--- src/rtl/led_matrix_scanner.sv ---
// led_matrix_scanner: serial-loaded, double-buffered multi-panel LED matrix
// scanner. A shadow buffer is filled bit by bit and swapped into the display
// buffer only at a frame boundary; the scan engine walks (column, panel)
// slots and inserts a blank gap before each slot to suppress ghosting.
module led_matrix_scanner #(
  parameter int NUM_PANELS   = 2,
  parameter int ROWS         = 8,
  parameter int COLS         = 8,
  parameter int DWELL_CYCLES = 1024,
  parameter int BLANK_CYCLES = 16
) (
  input  logic                       clk,
  input  logic                       reset,
  input  logic                       sh_valid,
  input  logic                       sh_data,
  input  logic                       commit,
  output logic                       busy,
  output logic                       frame_err,
  output logic                       frame_start,
  output logic [ROWS-1:0]            row,
  output logic [NUM_PANELS*COLS-1:0] col
);

  localparam int B          = COLS * (ROWS + 1);
  localparam int FRAME_BITS = NUM_PANELS * B;
  localparam int NCOL       = NUM_PANELS * COLS;
  localparam int CNT_W      = $clog2(FRAME_BITS + 2);
  localparam int TMR_MAX    = (DWELL_CYCLES > BLANK_CYCLES) ? DWELL_CYCLES : BLANK_CYCLES;
  localparam int TMR_W      = (TMR_MAX > 1) ? $clog2(TMR_MAX) : 1;
  localparam int C_W        = (COLS > 1) ? $clog2(COLS) : 1;
  localparam int P_W        = (NUM_PANELS > 1) ? $clog2(NUM_PANELS) : 1;

  typedef enum logic {
    ST_BLANK = 1'b0,
    ST_DRIVE = 1'b1
  } state_t;

  // Frame buffers and load control
  logic [FRAME_BITS-1:0] shadow_q, shadow_d;
  logic [FRAME_BITS-1:0] display_q, display_d;
  logic [CNT_W-1:0]      count_q, count_d;
  logic                  busy_q, busy_d;
  logic                  frame_err_q, frame_err_d;
  logic                  frame_start_q, frame_start_d;

  // Scan engine
  state_t                state_q, state_d;
  logic [TMR_W-1:0]      tmr_q, tmr_d;
  logic [C_W-1:0]        c_q, c_d;
  logic [P_W-1:0]        p_q, p_d;
  logic                  frame_end;

  // Registered drive outputs
  logic [ROWS-1:0]       row_q, row_d;
  logic [NCOL-1:0]       col_q, col_d;

  // Display buffer unpacked per slot
  logic [ROWS-1:0]       slot_rows [NUM_PANELS][COLS];
  logic [NCOL-1:0]       col_sel;

  // Panel p occupies the block shifted in p-th; inside a block the column
  // enables come first, then the row bytes for column 0 .. COLS-1.
  for (genvar gi = 0; gi < NUM_PANELS; gi++) begin : g_panel
    for (genvar gj = 0; gj < COLS; gj++) begin : g_col
      assign slot_rows[gi][gj] =
        display_q[(NUM_PANELS-1-gi)*B + (COLS-1-gj)*ROWS +: ROWS];
      assign col_sel[gi*COLS + gj] =
        (state_q == ST_DRIVE) && (p_q == P_W'(gi)) && (c_q == C_W'(gj)) &&
        display_q[(NUM_PANELS-1-gi)*B + B - COLS + gj];
    end
  end

  // Slot timing: blank gap, then dwell; panel is the inner counter
  always_comb begin
    state_d   = state_q;
    tmr_d     = tmr_q;
    c_d       = c_q;
    p_d       = p_q;
    frame_end = 1'b0;
    case (state_q)
      ST_BLANK: begin
        if (tmr_q == TMR_W'(BLANK_CYCLES - 1)) begin
          state_d = ST_DRIVE;
          tmr_d   = '0;
        end else begin
          tmr_d = tmr_q + 1'b1;
        end
      end
      ST_DRIVE: begin
        if (tmr_q == TMR_W'(DWELL_CYCLES - 1)) begin
          state_d = ST_BLANK;
          tmr_d   = '0;
          if (p_q == P_W'(NUM_PANELS - 1)) begin
            p_d = '0;
            if (c_q == C_W'(COLS - 1)) begin
              c_d       = '0;
              frame_end = 1'b1;
            end else begin
              c_d = c_q + 1'b1;
            end
          end else begin
            p_d = p_q + 1'b1;
          end
        end else begin
          tmr_d = tmr_q + 1'b1;
        end
      end
      default: state_d = ST_BLANK;
    endcase
  end

  // Shadow loading, commit handshake and the tear-free swap at frame end
  always_comb begin
    shadow_d      = shadow_q;
    display_d     = display_q;
    count_d       = count_q;
    busy_d        = busy_q;
    frame_err_d   = 1'b0;
    frame_start_d = 1'b0;
    if (busy_q) begin
      // Loading is frozen while a frame waits for the boundary.
      if (frame_end) begin
        display_d     = shadow_q;
        busy_d        = 1'b0;
        frame_start_d = 1'b1;
      end
    end else if (commit) begin
      // Commit wins over a same-cycle shift; that bit is discarded.
      count_d = '0;
      if (count_q == CNT_W'(FRAME_BITS)) begin
        busy_d = 1'b1;
      end else begin
        frame_err_d = 1'b1;
      end
    end else if (sh_valid) begin
      shadow_d = {shadow_q[FRAME_BITS-2:0], sh_data};
      // FRAME_BITS+1 marks an over-long load and is held there.
      if (count_q != CNT_W'(FRAME_BITS + 1)) begin
        count_d = count_q + 1'b1;
      end
    end
  end

  // Drive values for the current slot, registered below (one-cycle latency)
  always_comb begin
    row_d = '0;
    col_d = col_sel;
    if (state_q == ST_DRIVE) begin
      row_d = slot_rows[p_q][c_q];
    end
  end

  // All state registers with synchronous reset
  always_ff @(posedge clk) begin
    if (reset) begin
      shadow_q      <= '0;
      display_q     <= '0;
      count_q       <= '0;
      busy_q        <= 1'b0;
      frame_err_q   <= 1'b0;
      frame_start_q <= 1'b0;
      state_q       <= ST_BLANK;
      tmr_q         <= '0;
      c_q           <= '0;
      p_q           <= '0;
      row_q         <= '0;
      col_q         <= '0;
    end else begin
      shadow_q      <= shadow_d;
      display_q     <= display_d;
      count_q       <= count_d;
      busy_q        <= busy_d;
      frame_err_q   <= frame_err_d;
      frame_start_q <= frame_start_d;
      state_q       <= state_d;
      tmr_q         <= tmr_d;
      c_q           <= c_d;
      p_q           <= p_d;
      row_q         <= row_d;
      col_q         <= col_d;
    end
  end

  assign busy        = busy_q;
  assign frame_err   = frame_err_q;
  assign frame_start = frame_start_q;
  assign row         = row_q;
  assign col         = col_q;

endmodule

--- config.mk ---
export PLATFORM = sky130hd
export DESIGN_NAME = led_matrix_scanner
export DESIGN_NICKNAME = d
export VERILOG_FILES = /design/src/rtl/led_matrix_scanner.sv
export SDC_FILE = /design/constraint.sdc
export NUM_CORES = 1
export LEC_CHECK = 0
export ABC_AREA = 1
export BUFFER_PORTS_ARGS = -buffer_cell sky130_fd_sc_hd__clkbuf_2
export CELL_PAD_IN_SITES_DETAIL_PLACEMENT = 1
export CELL_PAD_IN_SITES_GLOBAL_PLACEMENT = 2
export CORE_MARGIN = 1
export CORE_UTILIZATION = 40
export CTS_CLUSTER_SIZE = 12
export DETAILED_ROUTE_END_ITERATION = 16
export PLACE_DENSITY_LB_ADDON = 0.1
export SLEW_MARGIN = 20
export SYNTH_ARGS = -nofsm -noshare
export SYNTH_HDL_FRONTEND = slang
export SYNTH_SLANG_ARGS = --single-unit
export TNS_END_PERCENT = 100
--- constraint.sdc ---
create_clock -name clk -period 3.1 [get_ports clk]
set_input_delay 0 -clock clk [delete_from_list [all_inputs] [get_ports clk]]
set_output_delay 0 -clock clk [all_outputs]
set_load 0.01 [all_outputs]
# Yosys cells after proc, flatten, opt, wreduce, memory -nomap -nowiden
# Index checks and enable logic that the tools add are counted.
[totals]
register_bits = 338
in_bits = 5
wordCells = 107
[op_classes]
n_addsub = 4
n_lt_le_gt_ge = 2
n_eq_ne = 11
muxes = 27
n_bitwise = 6
n_reduce_logical = 45
[op_table]
columns = ["cell", "count"]
rows = [
  ["64-bit two-way mux", 3],
  ["8-bit two-way mux", 5],
  ["1-bit logical AND", 34],
  ["8-bit binary-select mux with 3-bit select", 1],
  ["10-bit two-way mux", 2],
  ["10-bit case mux with 2 select lines", 1],
  ["1-bit two-way mux", 13],
  ["3-bit == test, second input constant", 4],
  ["10-bit by 1-bit adder with 10-bit output, second input constant", 1],
  ["10-bit == test, second input constant", 1],
  ["10-bit by 4-bit == test with 1-bit output, second input constant", 1],
  ["3-bit AND reduction", 3],
  ["8-bit by 1-bit adder with 8-bit output, second input constant", 1],
  ["8-bit == test, second input constant", 1],
  ["8-bit inequality test, second input constant", 1],
  ["3-bit by 2-bit == test with 1-bit output, second input constant", 2],
  ["4-bit greater-or-equal comparator, second input constant", 1],
  ["1-bit NOT", 4],
  ["3-bit NOT with 4-bit output", 1],
  ["2-bit AND reduction", 2],
  ["2-bit nonzero test", 2],
  ["2-bit OR reduction", 2],
  ["3-bit by 1-bit adder with 3-bit output, second input constant", 1],
  ["3-bit by 1-bit == test with 1-bit output, second input constant", 1],
  ["7 further kinds", 7],
]

# Longest topological paths before layout
[logic_depth]
word_depth = 7
mapped_depth = 10
depth_no_buf = 10

# Least setup slack after synthesis
# Ideal clock, no wire load.
[synth_timing]
kind = "reg-to-reg"
from = "register tmr_q[0]"
to = "register display_q[10]"
setup_ns = 0.113
arrival_time_ns = 1.477
path_slack_ns = 1.510
path_stages_with_launch = 11
n_path_buf = 2
synth_period_minus_slack_ns = 1.590
path_cell_list = "dfxtp_1 -> ha_1 -> nand3_2 -> nor2_4 -> nand4_2 -> inv_2 -> nand2_2 -> buf_6 -> buf_6 -> nand3_2 -> nand2_1"
[synth_between]
elab_chain_cells = 4
[synth_rtl]
columns = ["item", "line", "rtl"]
rows = [
  ["from (decl)", "48", "logic [TMR_W-1:0] tmr_q, tmr_d;"],
  ["from (signal assigned)", "176", "tmr_q <= tmr_d;"],
  ["10-bit == test", "90", "if (tmr_q == TMR_W'(DWELL_CYCLES - 1)) begin"],
  ["1-bit two-way mux", "90", ""],
  ["1-bit two-way mux", "80", "case (state_q)"],
  ["2-bit AND reduction (no source line)", "-", ""],
  ["to (signal assigned)", "170", "display_q <= display_d;"],
  ["to (decl)", "40", "logic [FRAME_BITS-1:0] display_q, display_d;"],
]
# Every way passes these cells.
# A chain may end at the register's enable or synchronous reset.

# Worst setup path after layout
[layout_timing]
from = "register tmr_q[0]"
to = "register display_q[81]"
# Same word-level chain as after synthesis.

==> out/results.ini <==
[status]
outcome=complete, no violations

[detailed_routing]
vias=12300
antenna_left=0
vias_per_cell=5.25
finalWirelength_mm=39.1
firstDrtPassIters=7
drt_iter0_markers=573
drc=0
routedWlPerCell_um=16.7

[finish]
num_antenna_cells=0
final_nets=1869
stdcell_count=2337
syn_to_final_growth_pct=11.4
nFillCells=4293
drive_above_1_share_pct=10.6
multi_input_area_um2=6350
regArea_um2=6770

[critical_path]
r2r_end=display_q[81]
timing.rr.start=tmr_q[0]
slowest_stage=dfxtp_1
worstPathMaxFanout=48
start_kind=register
critPathRequiredTime_ns=3.53
crit_arrival_ns=2.66
crit_chain=ha_1, nand3_2, nor2_4, nand4_2, inv_4, nand2_8, buf_4, nand3_1, nand2_1
cp-endpoint=display_q[81]
cpPeakStageDelay_ns=0.41
worstSetupStartpoint=tmr_q[0]
crit_type=reg -> reg
cp-end-kind=register
reg2reg_depth=9
reg2reg_slack_ns=0.87

[timing]
finalCriticalPeriod_ns=2.23
min_period_over_period_pct=72.1
maxSlewViolCount=0
finalHoldViolations=0
slew_headroom_pct=37.2
setup-tns-final_ns=0
grt_setup_unrepaired=no
tightest_slew_ns=0.941
finalSetupViolCount=0
hold_ws_ns=0.0728
fmaxAchievable_ghz=0.447
finalClockSkew_ns=0.0109
setup_ws_ns=0.865

[logic_synthesis]
syn_nets=1915
ys_ff_latch=338
synth_cell_types=27
synth_edf_count=0
async_flop_share_pct=0
synth_area_leaders=dfxtp_1 47%, nand2_1 10%, nor2_1 8.5%, nand4_1 6.3%, nand3_1 6.2%
synth_warnings=0
synth_top_area_cell=dfxtp_1
synth-main-ff-cell=dfxtp_1
syn_area_per_cell_um2=7.52
synth_top_area_share_pct=47.4
syn-instance-count=1900
synth_common_cells=396 x nand2_1, 338 x dfxtp_1, 324 x nor2_1, 178 x nand3_1, 148 x o21ai_0
yosysMostFrequentCell=nand2_1
syn-cell-area_um2=14300
ys_seq_area_share_pct=47.4

[global_routing]
grt_use_met1_pct=28.9
use_met3_pct=3.19
grt_overflow=0
grt_max_degree=108
grt_pass1_vias=12200
use_met2_pct=37.1
grt_pass1_wl_mm=64.8
antenna_found_initial=0
grt_busiest_layer=met2
grt_util_all_layers_pct=21.9

[clocking]
clkLatencyLatePin_ns=0.54
cts_buffer_depth=3
cts_tree=done
root_buffer=clkbuf_16
numCtsBuffers=40
clkSinkCount=338
htree_levels=2
clkSlewWorstSetupHoldPaths_ns=0.06

[placement]
place_congestion=0.769
place_inst=2263
dp_slack_ns=0.845
io_buffers=31
dp_hpwl_mm=23.7

[die]
io-pin-count=32
coreArea_um2=34800
initial_core_util_pct=41.0
rows=68
dieWidth_um=191
die_y_um=191
dieArea_um2=36500

[pwr]
switching_share_pct=23.0
pwr-share-clk_pct=48.8
peakVddDrop_mv=0.436
p_seq_share_pct=47.2
power.switching_w=0.00222
p_comb_share_pct=4.1
p_leak_nw=6.66
p_int_w=0.00745
p_per_area_nw_per_um2=608

[flow_run]
max-cap-violations=0

[worst_hold_path]
hp-class=in -> reg

## registers in the layout (all words and copies together), names as in the netlist
signal and cells:
c_q 3, col 16, p_q 1, state_q 1, tmr_q 10, display_q 144, busy 1, count_q 8
frame_start 1, frame_err 1, shadow_q 144, row 8
## worst max-delay path: cells and delay by family (launching register included)
family        cells  cell delay, ns
buf+inv           2            0.72
fa+ha+maj         1            0.23
flops             1            0.41
simple gates      6            0.74
## stage by stage
stage / power [W] / cell area (um^2) / utilization, %
final: 0.00967 / 15900 / 45.7
after global placement: 0.00503 / 14600 / 41.8
after floorplan: 0.00492 / 14300 / -
after detailed placement: 0.00505 / 14600 / 41.8
after CTS: 0.00980 / 15900 / 45.7
after global routing: 0.0101 / 15900 / 45.7
## final cells by class
type | count | share of cell area, %
inverter | 93 | 2.27
clock inverter | 13 | 0.959
sequential | 338 | 42.5
multi-input combinational | 1316 | 39.9
tap | 455 | 3.58
clock buffer | 57 | 7.33
timing repair buffer | 65 | 3.43
## kinds of logic after synthesis
kind of cell,synth area share (%)
AOI/OAI and AO/OA,6.17
adders and majority gates,0.876
xor gates and xnor gates,0.368
buffers and inverters,8.31
DFF,47.4
and+or+nand+nor,36.9
## metal layers
metal  wire, um  share of wire (%)
met1      19100                 49
met2      17900                 46
met3       1190                3.0
met4        801                2.1
met5          0                  0
## worst min-delay path by stage
stage	from	slack [ns]	cells after the start	to
finish	sh_valid	0.07	7	count_q[0]
detailed placement	sh_data	0.35	3	shadow_q[0]
CTS	sh_valid	0.07	7	count_q[0]
global route	sh_valid	0.18	7	count_q[0]
floorplan	commit	0.16	2	busy
global placement	sh_data	0.33	3	shadow_q[0]
## power by group through the flow
stage / clock network [W] / registers [W] / logic, W
floorplan: 0 / 0.00462 / 0.000301
global placement: 0 / 0.00465 / 0.000384
detailed placement: 0 / 0.00465 / 0.000396
CTS: 0.00484 / 0.00456 / 0.000400
global route: 0.00503 / 0.00457 / 0.000454
finish: 0.00472 / 0.00456 / 0.000394
## placed cells by master, fill, tap and decap left out, drive strengths merged
master / netlist / layout
a21oi: 24 / 24
buf: 77 / 30
bufinv: 0 / 3
clkbuf: 76 / 88
clkinv: 3 / 8
clkinvlp: 0 / 2
dfxtp: 338 / 338
dlygate4sd3: 0 / 4
ha: 10 / 10
inv: 90 / 93
nand2: 399 / 399
nand3: 239 / 239
nand4: 145 / 145
nor2: 326 / 326
nor3: 3 / 3
nor3b: 12 / 12
o21ai: 149 / 149
o21bai: 2 / 2
or2: 1 / 1
xnor2: 1 / 1
xor2: 5 / 5
## timing repair
action,CTS,global route
hold buffers,4,0
setup buffers,0,0
endpoints found under the hold margin,17,0
resized for setup,0,0
Power figures use the tool's default switching activity.
